File: config.mk
export PLATFORM = sky130hd
export DESIGN_NAME = hex_display_scanner
export DESIGN_NICKNAME = d
export VERILOG_FILES = /design/src/rtl/hex_display_scanner.sv
export SDC_FILE = /design/constraint.sdc
export NUM_CORES = 1
export LEC_CHECK = 0
export CAP_MARGIN = 20
export CORE_ASPECT_RATIO = 0.9
export CORE_MARGIN = 5
export CORE_UTILIZATION = 50
export DETAILED_ROUTE_END_ITERATION = 16
export DONT_BUFFER_PORTS = 1
export GPL_TIMING_DRIVEN = 0
export PLACE_DENSITY = 0.74
export SLEW_MARGIN = 20
export SYNTH_ARGS = -nofsm -noshare
export SYNTH_HDL_FRONTEND = slang
export SYNTH_SLANG_ARGS = --single-unit
export TNS_END_PERCENT = 50
File: constraint.sdc
create_clock -name clk -period 2.3 [get_ports clk]
set_input_delay 0.46 -clock clk [delete_from_list [all_inputs] [get_ports clk]]
set_output_delay 0.46 -clock clk [all_outputs]
set_load 0.1 [all_outputs]
File: src/rtl/hex_display_scanner.sv
// Two-digit time-multiplexed seven-segment hex driver. Loads are staged in a
// pending register and applied only at frame boundaries to avoid tearing.
`timescale 1ns/1ps
module hex_display_scanner #(
  parameter logic [15:0] REFRESH_DIV  = 16'd10000,
  parameter int          GUARD        = 4,
  parameter bit          COMMON_ANODE = 1'b0
) (
  input  logic       clk,
  input  logic       reset,
  input  logic [7:0] data_in,
  input  logic [1:0] dp_in,
  input  logic       load,
  input  logic       en,
  input  logic       blank_lz,
  output logic [6:0] seg_out,
  output logic       dp_out,
  output logic [1:0] dig_sel,
  output logic       upd_ack
);

  localparam logic [15:0] CNT_LAST = REFRESH_DIV - 16'd1;
  localparam logic [15:0] GUARD_W  = 16'(GUARD);

  logic [15:0] cnt_q, cnt_d;
  logic        idx_q, idx_d;
  logic [7:0]  disp_q, disp_d;
  logic [1:0]  disp_dp_q, disp_dp_d;
  logic [7:0]  pend_q, pend_d;
  logic [1:0]  pend_dp_q, pend_dp_d;
  logic        pend_vld_q, pend_vld_d;
  logic [6:0]  seg_q, seg_d;
  logic        dp_q, dp_d;
  logic [1:0]  dig_q, dig_d;
  logic        ack_q, ack_d;

  logic        wrap;
  logic        frame_end;
  logic [3:0]  nibble;
  logic [6:0]  seg_dec;
  logic        active;

  assign wrap      = (cnt_q == CNT_LAST);
  assign frame_end = wrap && idx_q;

  always_comb begin
    cnt_d = wrap ? 16'd0 : cnt_q + 16'd1;
    idx_d = wrap ? ~idx_q : idx_q;
  end

  // The pending value is applied before a same-cycle load overwrites it,
  // so a load at the boundary waits for the next frame.
  always_comb begin
    disp_d     = disp_q;
    disp_dp_d  = disp_dp_q;
    pend_d     = pend_q;
    pend_dp_d  = pend_dp_q;
    pend_vld_d = pend_vld_q;
    ack_d      = 1'b0;
    if (frame_end && pend_vld_q) begin
      disp_d     = pend_q;
      disp_dp_d  = pend_dp_q;
      pend_vld_d = 1'b0;
      ack_d      = 1'b1;
    end
    if (load) begin
      pend_d     = data_in;
      pend_dp_d  = dp_in;
      pend_vld_d = 1'b1;
    end
  end

  always_comb begin
    nibble = idx_q ? disp_q[7:4] : disp_q[3:0];
    case (nibble)
      4'h0:    seg_dec = 7'h3F;
      4'h1:    seg_dec = 7'h06;
      4'h2:    seg_dec = 7'h5B;
      4'h3:    seg_dec = 7'h4F;
      4'h4:    seg_dec = 7'h66;
      4'h5:    seg_dec = 7'h6D;
      4'h6:    seg_dec = 7'h7D;
      4'h7:    seg_dec = 7'h07;
      4'h8:    seg_dec = 7'h7F;
      4'h9:    seg_dec = 7'h6F;
      4'hA:    seg_dec = 7'h77;
      4'hB:    seg_dec = 7'h7C;
      4'hC:    seg_dec = 7'h39;
      4'hD:    seg_dec = 7'h5E;
      4'hE:    seg_dec = 7'h79;
      default: seg_dec = 7'h71;
    endcase
  end

  // Guard interval, disable and leading-zero blanking all darken the slot.
  always_comb begin
    active = en && (cnt_q >= GUARD_W) &&
             !(idx_q && blank_lz && (disp_q[7:4] == 4'h0));
    seg_d  = active ? seg_dec : 7'h00;
    dp_d   = active ? disp_dp_q[idx_q] : 1'b0;
    dig_d  = active ? (idx_q ? 2'b10 : 2'b01) : 2'b00;
  end

  always_ff @(posedge clk or posedge reset) begin
    if (reset) begin
      cnt_q      <= 16'd0;
      idx_q      <= 1'b0;
      disp_q     <= 8'h00;
      disp_dp_q  <= 2'b00;
      pend_q     <= 8'h00;
      pend_dp_q  <= 2'b00;
      pend_vld_q <= 1'b0;
      seg_q      <= 7'h00;
      dp_q       <= 1'b0;
      dig_q      <= 2'b00;
      ack_q      <= 1'b0;
    end else begin
      cnt_q      <= cnt_d;
      idx_q      <= idx_d;
      disp_q     <= disp_d;
      disp_dp_q  <= disp_dp_d;
      pend_q     <= pend_d;
      pend_dp_q  <= pend_dp_d;
      pend_vld_q <= pend_vld_d;
      seg_q      <= seg_d;
      dp_q       <= dp_d;
      dig_q      <= dig_d;
      ack_q      <= ack_d;
    end
  end

  // Polarity is applied after the flops so reset values invert too.
  assign seg_out = seg_q ^ {7{COMMON_ANODE}};
  assign dp_out  = dp_q ^ COMMON_ANODE;
  assign dig_sel = dig_q ^ {2{COMMON_ANODE}};
  assign upd_ack = ack_q;

endmodule

# Yosys cells after proc, flatten, opt, wreduce, memory -nomap -nowiden
# Memory sizes are Yosys's and may differ from the RTL's.
# Index checks and enable logic that the tools add are counted.
# totals
reg_bits,49
latchBits,0
mem_bits_rw,0
rom_bits,112
in_bits,15
output_inout_bits,11
word_cells,37
n_memories,1
# classes
add_sub_neg,1
multipliers,0
div,0
order_cmp,2
n_eq_ne,1
shift,0
muxes,11
n_bitwise,1
reduce_logical,9
# memory_table
memory,words,width,read_ports,rd_clocked_by_memory_dff,wr,line_no,source
(name not given),16,7,1,0,0,75,case (nibble)
# ops
operator,count
"16-bit by 1-bit adder with 16-bit output, second input constant",1
"16-bit by 14-bit == test with 1-bit output, second input constant",1
"16-bit by 3-bit >= comparator with 1-bit output, second input constant",1
16-bit two-way mux,1
7-bit two-way mux,1
1-bit logical AND,6
1-bit two-way mux,6
4-bit logical NOT,1
2-bit two-way mux,2
4-bit two-way mux,1
"1-bit by 2-bit < comparator with 1-bit output, second input constant",1
2-bit nonzero test,1
1-bit logical NOT,1
1-bit inverter,1

# Longest topological paths before layout
# Gate-level depths: netlist of the first run.
# logic_depth
word_depth,5
ltp_mapped,7
ltp_nobuf,6

# Worst setup path before layout of the first run
# No wires, ideal clock.
# synth_path
path_type,reg2reg
startpoint,register cnt_q[6]
endpoint,register disp_dp_q[0]
setup_ns,0.127
arrival_time_ns,1.878
t_required_ns,2.173
setup_slack_ns,0.294
path_stages_with_launch,6
path_buffers,1
period_less_slack_ns,2.006
cell_sequence,dfrtp_1 > or4_1 > nor4_2 > and3_1 > buf_6 > mux2_1
# synth_between
elab_chain_cells,3
# synth_rtl
element,line_no,source
start: declaration,25,"logic [15:0] cnt_q, cnt_d;"
start signal: assignment,118,cnt_q <= cnt_d;
16-bit by 14-bit == test with 1-bit output,43,assign wrap = (cnt_q == CNT_LAST);
1-bit logical AND,44,assign frame_end = wrap && idx_q;
1-bit logical AND,60,if (frame_end && pend_vld_q) begin
end signal: assignment,121,disp_dp_q <= disp_dp_d;
end: declaration,28,"logic [1:0] disp_dp_q, disp_dp_d;"
# Every way passes these cells.
# A chain may end at the register's enable or synchronous reset.

# Final worst setup path of the first run
# layout_path
startpoint,register cnt_q[6]
endpoint,register disp_dp_q[1]
# Same word-level chain as after synthesis.

==> results.json, run 1 <==
{
  "drt_first_iter_violations": 86,
  "grt_pass1_wl_um": 6499,
  "hold_class": "in2async",
  "skew_ps": 10.16,
  "h-tree-depth": 2,
  "via_per_inst": 5.297,
  "synth_common_cells": "49 x dfrtp_1, 16 x nor2_1, 12 x mux2_2",
  "cap_violations": 0,
  "period_minus_slack_ps": 2187,
  "multi_input_area_um2": 942.2,
  "drive_above_1_share_pct": 15.46,
  "setup_viol": 0,
  "die-area_mm2": 0.005871,
  "seq_area_frac_synth_pct": 55.27,
  "yosysMostFrequentCell": "dfrtp_1",
  "coreArea_mm2": 0.004374,
  "tightestPinTransition_ps": 870.4,
  "slew_headroom_pct": 42.01,
  "ys_ff_latch": 49,
  "synth_cell_types": 34,
  "max-vdd-ir-drop_mv": 0.4560,
  "numCtsBuffers": 5,
  "placedInstanceArea_mm2": 0.002316,
  "fin_area_mm2": 0.002430,
  "insertion_delay_ps": 310,
  "clock-sinks": 49,
  "max_freq_mhz": 457.3,
  "nFillCells": 382,
  "path_class": "reg2reg",
  "p_leak_uw": 0.001128,
  "cp.required_ps": 2500,
  "synth_edf_count": 0,
  "port_buffers": 0,
  "synth_top_area_share_pct": 55.27,
  "cts_root_buf": "clkbuf_8",
  "swShare_pct": 26.06,
  "syn_avg_cell_area_um2": 11.99,
  "fp.dieW_um": 80.21,
  "crit_arrival_ps": 2390,
  "mappedNetlistArea_mm2": 0.002218,
  "drt-pass1-iter-count": 4,
  "drc": 0,
  "cts_tree": "yes",
  "start_util_pct": 50.72,
  "yosysWarningCount": 0,
  "syn_to_final_growth_pct": 9.532,
  "path_max_fanout": 10,
  "finalCritPeriodShare_pct": 95.08,
  "grt_pass1_vias": 1352,
  "syn_inst": 185,
  "num-nets-final": 216,
  "vias": 1356,
  "wirelength_um": 3677,
  "p_clk_share_pct": 35.2,
  "synth_ff_type": "dfrtp_1",
  "ff_latch_area_mm2": 0.001226,
  "hpwlAfterDp_um": 2648,
  "synth-async-reset-ratio_pct": 100.0,
  "finalHoldViolCount": 0,
  "cts_buffer_depth": 2,
  "drv_slew": 0,
  "cellInternalPower_uw": 1134,
  "antenna_cells": 0,
  "avgRoutedWirePerCell_um": 14.36,
  "clk_pin_slew_worst_paths_ps": 100,
  "rows": 23,
  "ioPinCount": 26,
  "antenna_found_initial": 0,
  "grt_max_degree": 27,
  "fp.dieH_um": 73.19,
  "placedCellCount": 248,
  "powerDensity_mw_per_mm2": 631.1,
  "grt-ovfl-total": 0,
  "endpoint_kind": "register",
  "ant_nets": 0,
  "p_seq_share_pct": 61.4,
  "synth_fp_nets": 208,
  "finalNonFillerCells": 256,
  "place.gp.congestion": 0.8135,
  "hold_buffers": 0,
  "grt.total_usage_pct": 14.67,
  "pwr-share-comb_pct": 3.3,
  "status": "finished clean",
  "synth.area.top_cells": "dfrtp_1 55%, mux2_2 6.1%, mux2_1 4.6%",
  "switchingPower_uw": 399.7,
  "crit_path_start_kind": "register",
  "synth_top_area_cell": "dfrtp_1"
}
[routing by layer]
layer	GRT usage [%]	wire, um	vias to the layer above
met4	7.317	76	0
li1	-	-	666
met5	0	0	-
met2	19.76	1487	37
met1	20.78	1871	646
met3	5.185	241	7
[repair_timing]
action,CTS,global route
buffers inserted,0,0
gates resized for setup,0,3
setup endpoints to repair,0,10
[area by class of cell]
cell class / instances / area share [%]
Sequential cell: 49 / 50.46
Buffer: 7 / 1.493
Clock buffer: 5 / 2.832
Inverter: 8 / 1.236
Timing Repair Buffer: 1 / 0.8239
Multi-Input combinational cell: 121 / 38.77
Clock inverter: 3 / 1.184
Tap cell: 62 / 3.193
[kinds of logic after synthesis]
kind of cell	after synthesis	synth area share, %
and+or+nand+nor	55	12.80
DFF	49	55.27
muxes	29	14.27
AOI/OAI and AO/OA	16	5.020
buffers and inverters	15	2.989
xor gates and xnor gates	13	5.133
adders and majority gates	8	4.512
[worst max-delay path, stage by stage, from the launching register on]
cell     delay [ps]
dfrtp_1         450
or4_1           610
nor4_4          290
and3_1          240
buf_6           170
mux2_1          330
[registers in the layout (all words and copies together) (netlist names)]
| register | cells |
|---|---|
| cnt_q | 16 |
| disp_q | 8 |
| pend_q | 8 |
| seg_out | 7 |
| dig_sel | 2 |
| disp_dp_q | 2 |
| pend_dp_q | 2 |
| dp_out | 1 |
| idx_q | 1 |
| pend_vld_q | 1 |
| upd_ack | 1 |
[path summary, 6_finish.rpt]
check                            from            to  slack [ps]  depth (start not counted)
max                          cnt_q[6]  disp_dp_q[1]         110                          5
min in group clk           data_in[3]     pend_q[3]         290                          1
max in group asynchronous       reset     cnt_q[10]        1740                          2
min                             reset     pend_q[1]          50                          1
max reg2reg                  cnt_q[6]  disp_dp_q[1]         110                          5
min reg2reg                 cnt_q[15]     cnt_q[15]         480                          1
[layout by cell type (no fill, tap or decap), types with 2 or more instances in the layout]
master	Yosys	layout
dfrtp_1	49	49
nor2_1	16	16
mux2_2	12	12
nand2_1	10	10
mux2_1	9	9
xor2_1	8	8
ha_1	8	8
inv_1	8	7
mux2i_1	8	6
nand4_1	5	5
nand3_1	5	5
o21ai_0	5	5
xnor2_1	5	5
clkbuf_8	0	5
clkbuf_1	4	4
nor4_1	4	4
or4_1	3	3
a221oi_1	3	3
or3_1	3	3
buf_2	2	2
mux2i_2	0	2
nand3b_1	2	2
a21oi_1	2	2
nor2b_1	2	2
[power by group through the flow]
| stage | clock network, uW | registers (uW) | logic [uW] |
|---|---|---|---|
| floorplan | 0 | 956 | 39.9 |
| global placement | 0 | 959 | 47.7 |
| detailed placement | 0 | 960 | 52.9 |
| CTS | 560 | 943 | 52.8 |
| global route | 600 | 946 | 58.8 |
| finish | 540 | 942 | 50.9 |
[per-stage QoR]
step                power, uW  worst slack [ps]  utilization [%]  hold WS [ps]  TNS, ps
CTS                      1555             14.33            55.18         59.60        0
floorplan               995.4             294.4                -         436.6        0
global route             1605            -11.82            55.55         76.12   -11.82
detailed placement       1013             63.14            52.95         406.9        0
global placement         1007             67.05            52.49         453.7        0
finish                   1533             113.2            55.55         53.12        0
Power figures use the tool's default switching activity.
==> run 2: changes to the inputs <==
--- a/config.mk
+++ b/config.mk
@@ -8,11 +8,12 @@
 export CAP_MARGIN = 20
 export CORE_ASPECT_RATIO = 0.9
 export CORE_MARGIN = 5
-export CORE_UTILIZATION = 50
+export CORE_UTILIZATION = 30
 export DETAILED_ROUTE_END_ITERATION = 16
 export DONT_BUFFER_PORTS = 1
 export GPL_TIMING_DRIVEN = 0
-export PLACE_DENSITY = 0.74
+export PLACE_DENSITY = 0.53
+export RECOVER_POWER = 25
 export SLEW_MARGIN = 20
 export SYNTH_ARGS = -nofsm -noshare
 export SYNTH_HDL_FRONTEND = slang
==> run 2 against run 1 <==
Against the previous run: design area up 0.88%; largest power group unchanged; critical endpoint is now disp_q[0]; core utilization down 21 points; hold slack better by 140 ps; largest cell class unchanged; register-to-register slack about the same; power down 3.2%; highest routed layer unchanged; via count down 1.5%; wire length up 4.5%; final cell count up 12%; non-clock buffer count unchanged.
==> results.json, run 2 (synthesis results as in run 1) <==
{
  "grt_pass1_wl_um": 6837,
  "switchingPower_uw": 365.0,
  "antenna_found_initial": 0,
  "fin_tns_setup_ps": 0,
  "grt_pass1_vias": 1378,
  "cts_root_buf": "clkbuf_8",
  "rows": 29,
  "hold_ws_ps": 188.1,
  "path_class": "reg2reg",
  "max-vdd-ir-drop_mv": 0.4147,
  "endpoint_kind": "register",
  "ant_nets": 0,
  "hold_class": "in2async",
  "cellInternalPower_uw": 1119,
  "cts_buffer_depth": 2,
  "finalHoldViolCount": 0,
  "cp_top_family": "simple AND/OR/NAND/NOR gates",
  "fp.dieH_um": 91.58,
  "clk_pin_slew_worst_paths_ps": 90,
  "post_cts_buffers": 0,
  "cts_tree": "yes",
  "tightestPinTransition_ps": 891.1,
  "avgRoutedWirePerCell_um": 13.39,
  "max_freq_mhz": 455.6,
  "placedInstanceArea_mm2": 0.002355,
  "clock-sinks": 49,
  "status": "finished clean",
  "p_leak_uw": 0.001123,
  "cp_slowest_stage_delay_ps": 590,
  "place.gp.congestion": 0.7544,
  "rsz0062_at_grt": "false",
  "p_seq_share_pct": 63.5,
  "final_cell_mix": "49 x dfrtp_1, 16 x nor2_1, 12 x mux2_2, 10 x nand2_1, 9 x mux2_1",
  "nFillCells": 745,
  "drc": 0,
  "fin_area_mm2": 0.002451,
  "numCtsBuffers": 5,
  "pwr-share-comb_pct": 3.2,
  "via_per_inst": 4.655,
  "finalCritPeriodShare_pct": 95.42,
  "powerDensity_mw_per_mm2": 605.5,
  "slew_headroom_pct": 40.63,
  "num-nets-final": 216,
  "crit_arrival_ps": 2370,
  "grt_max_degree": 30,
  "drive_above_1_share_pct": 15.46,
  "fp.dieW_um": 100.6,
  "p_clk_share_pct": 33.3,
  "drt-pass1-iter-count": 4,
  "cp.required_ps": 2480,
  "grt-ovfl-total": 0,
  "insertion_delay_ps": 290,
  "cap_violations": 0,
  "swShare_pct": 24.60,
  "hold_buffers": 0,
  "antenna_cells": 0,
  "drt_first_iter_violations": 25,
  "h-tree-depth": 2,
  "setup_viol": 0,
  "start_util_pct": 31.19,
  "top_register": "cnt_q",
  "skew_ps": 4.681,
  "die-area_mm2": 0.009217,
  "largestRegisters": "cnt_q: 16 flops, disp_q: 8 flops, pend_q: 8 flops",
  "vias": 1336,
  "path_max_fanout": 10,
  "drv_slew": 0,
  "crit_path_start_kind": "register",
  "coreArea_mm2": 0.007112,
  "critPathSlowestCell": "or4_1",
  "worstPathCellList": "or4_1, nor4_2, and3_1, buf_6, mux2_1",
  "cts.repair.resized": 1,
  "hpwlAfterDp_um": 2851,
  "final_common_cell": "dfrtp_1",
  "path_buf_inv": 1,
  "period_minus_slack_ps": 2195,
  "wirelength_um": 3843,
  "largest_reg_flops": 16,
  "grt.total_usage_pct": 9.235,
  "ioPinCount": 26,
  "syn_to_final_growth_pct": 10.49,
  "port_buffers": 0
}
==> run 2: metal layers <==
layer	vias up	GRT usage [%]	part of all wire, %
met5	-	0	0
met4	0	2.694	0.94
met3	2	3.448	6.2
met2	25	12.23	41
met1	643	13.83	52
li1	666	-	-
==> run 2: layout make-up <==
cell class	instances	area (um^2)	share of cell area (%)
buffer	7	36.28	1.480
timing repair buffer	1	5.005	0.2042
clock buffer	5	68.82	2.808
multi-input combinational	121	945.9	38.59
inverter	8	30.03	1.225
tap	93	116.4	4.747
sequential	49	1226	50.03
clock inverter	3	22.52	0.9188
==> run 2: power by group through the flow <==
stage	Clock [uW]	Sequential [uW]	Combinational, uW
3_5_place_dp	0	961	53.7
6_report	494	943	47.6
3_3_place_gp	0	961	48.4
4_1_cts	524	944	53.7
5_1_grt	562	947	56.4
2_1_floorplan	0	956	39.9
==> run 2: worst paths after layout <==
check | startpoint | to | slack [ps] | cells past startpoint
max | cnt_q[14] | disp_q[0] | 110 | 5
min | reset | seg_out[0] | 190 | 1
max reg2reg | cnt_q[14] | disp_q[0] | 110 | 5
min reg2reg | cnt_q[15] | cnt_q[15] | 470 | 1
max in group asynchronous | reset | cnt_q[4] | 950 | 2
min in group clk | data_in[6] | pend_q[6] | 310 | 1
==> run 2: metrics by stage <==
stage          setup slack, ps  cells  util, %  total power [uW]
2_1_floorplan            294.4    185        -             995.4
3_3_place_gp             21.32    278    32.83              1009
3_5_place_dp             20.40    279    33.11              1015
4_1_cts                  81.43    287    34.45              1521
5_1_grt                  3.554    287    34.47              1566
6_report                 105.3    287    34.47              1484
==> run 3: changes to the inputs <==
--- a/config.mk
+++ b/config.mk
@@ -18,4 +18,4 @@
 export SYNTH_ARGS = -nofsm -noshare
 export SYNTH_HDL_FRONTEND = slang
 export SYNTH_SLANG_ARGS = --single-unit
-export TNS_END_PERCENT = 50
+export TNS_END_PERCENT = 10
==> results of run 3 <==
Final layout, timing and power as in run 2 (identical DEF).
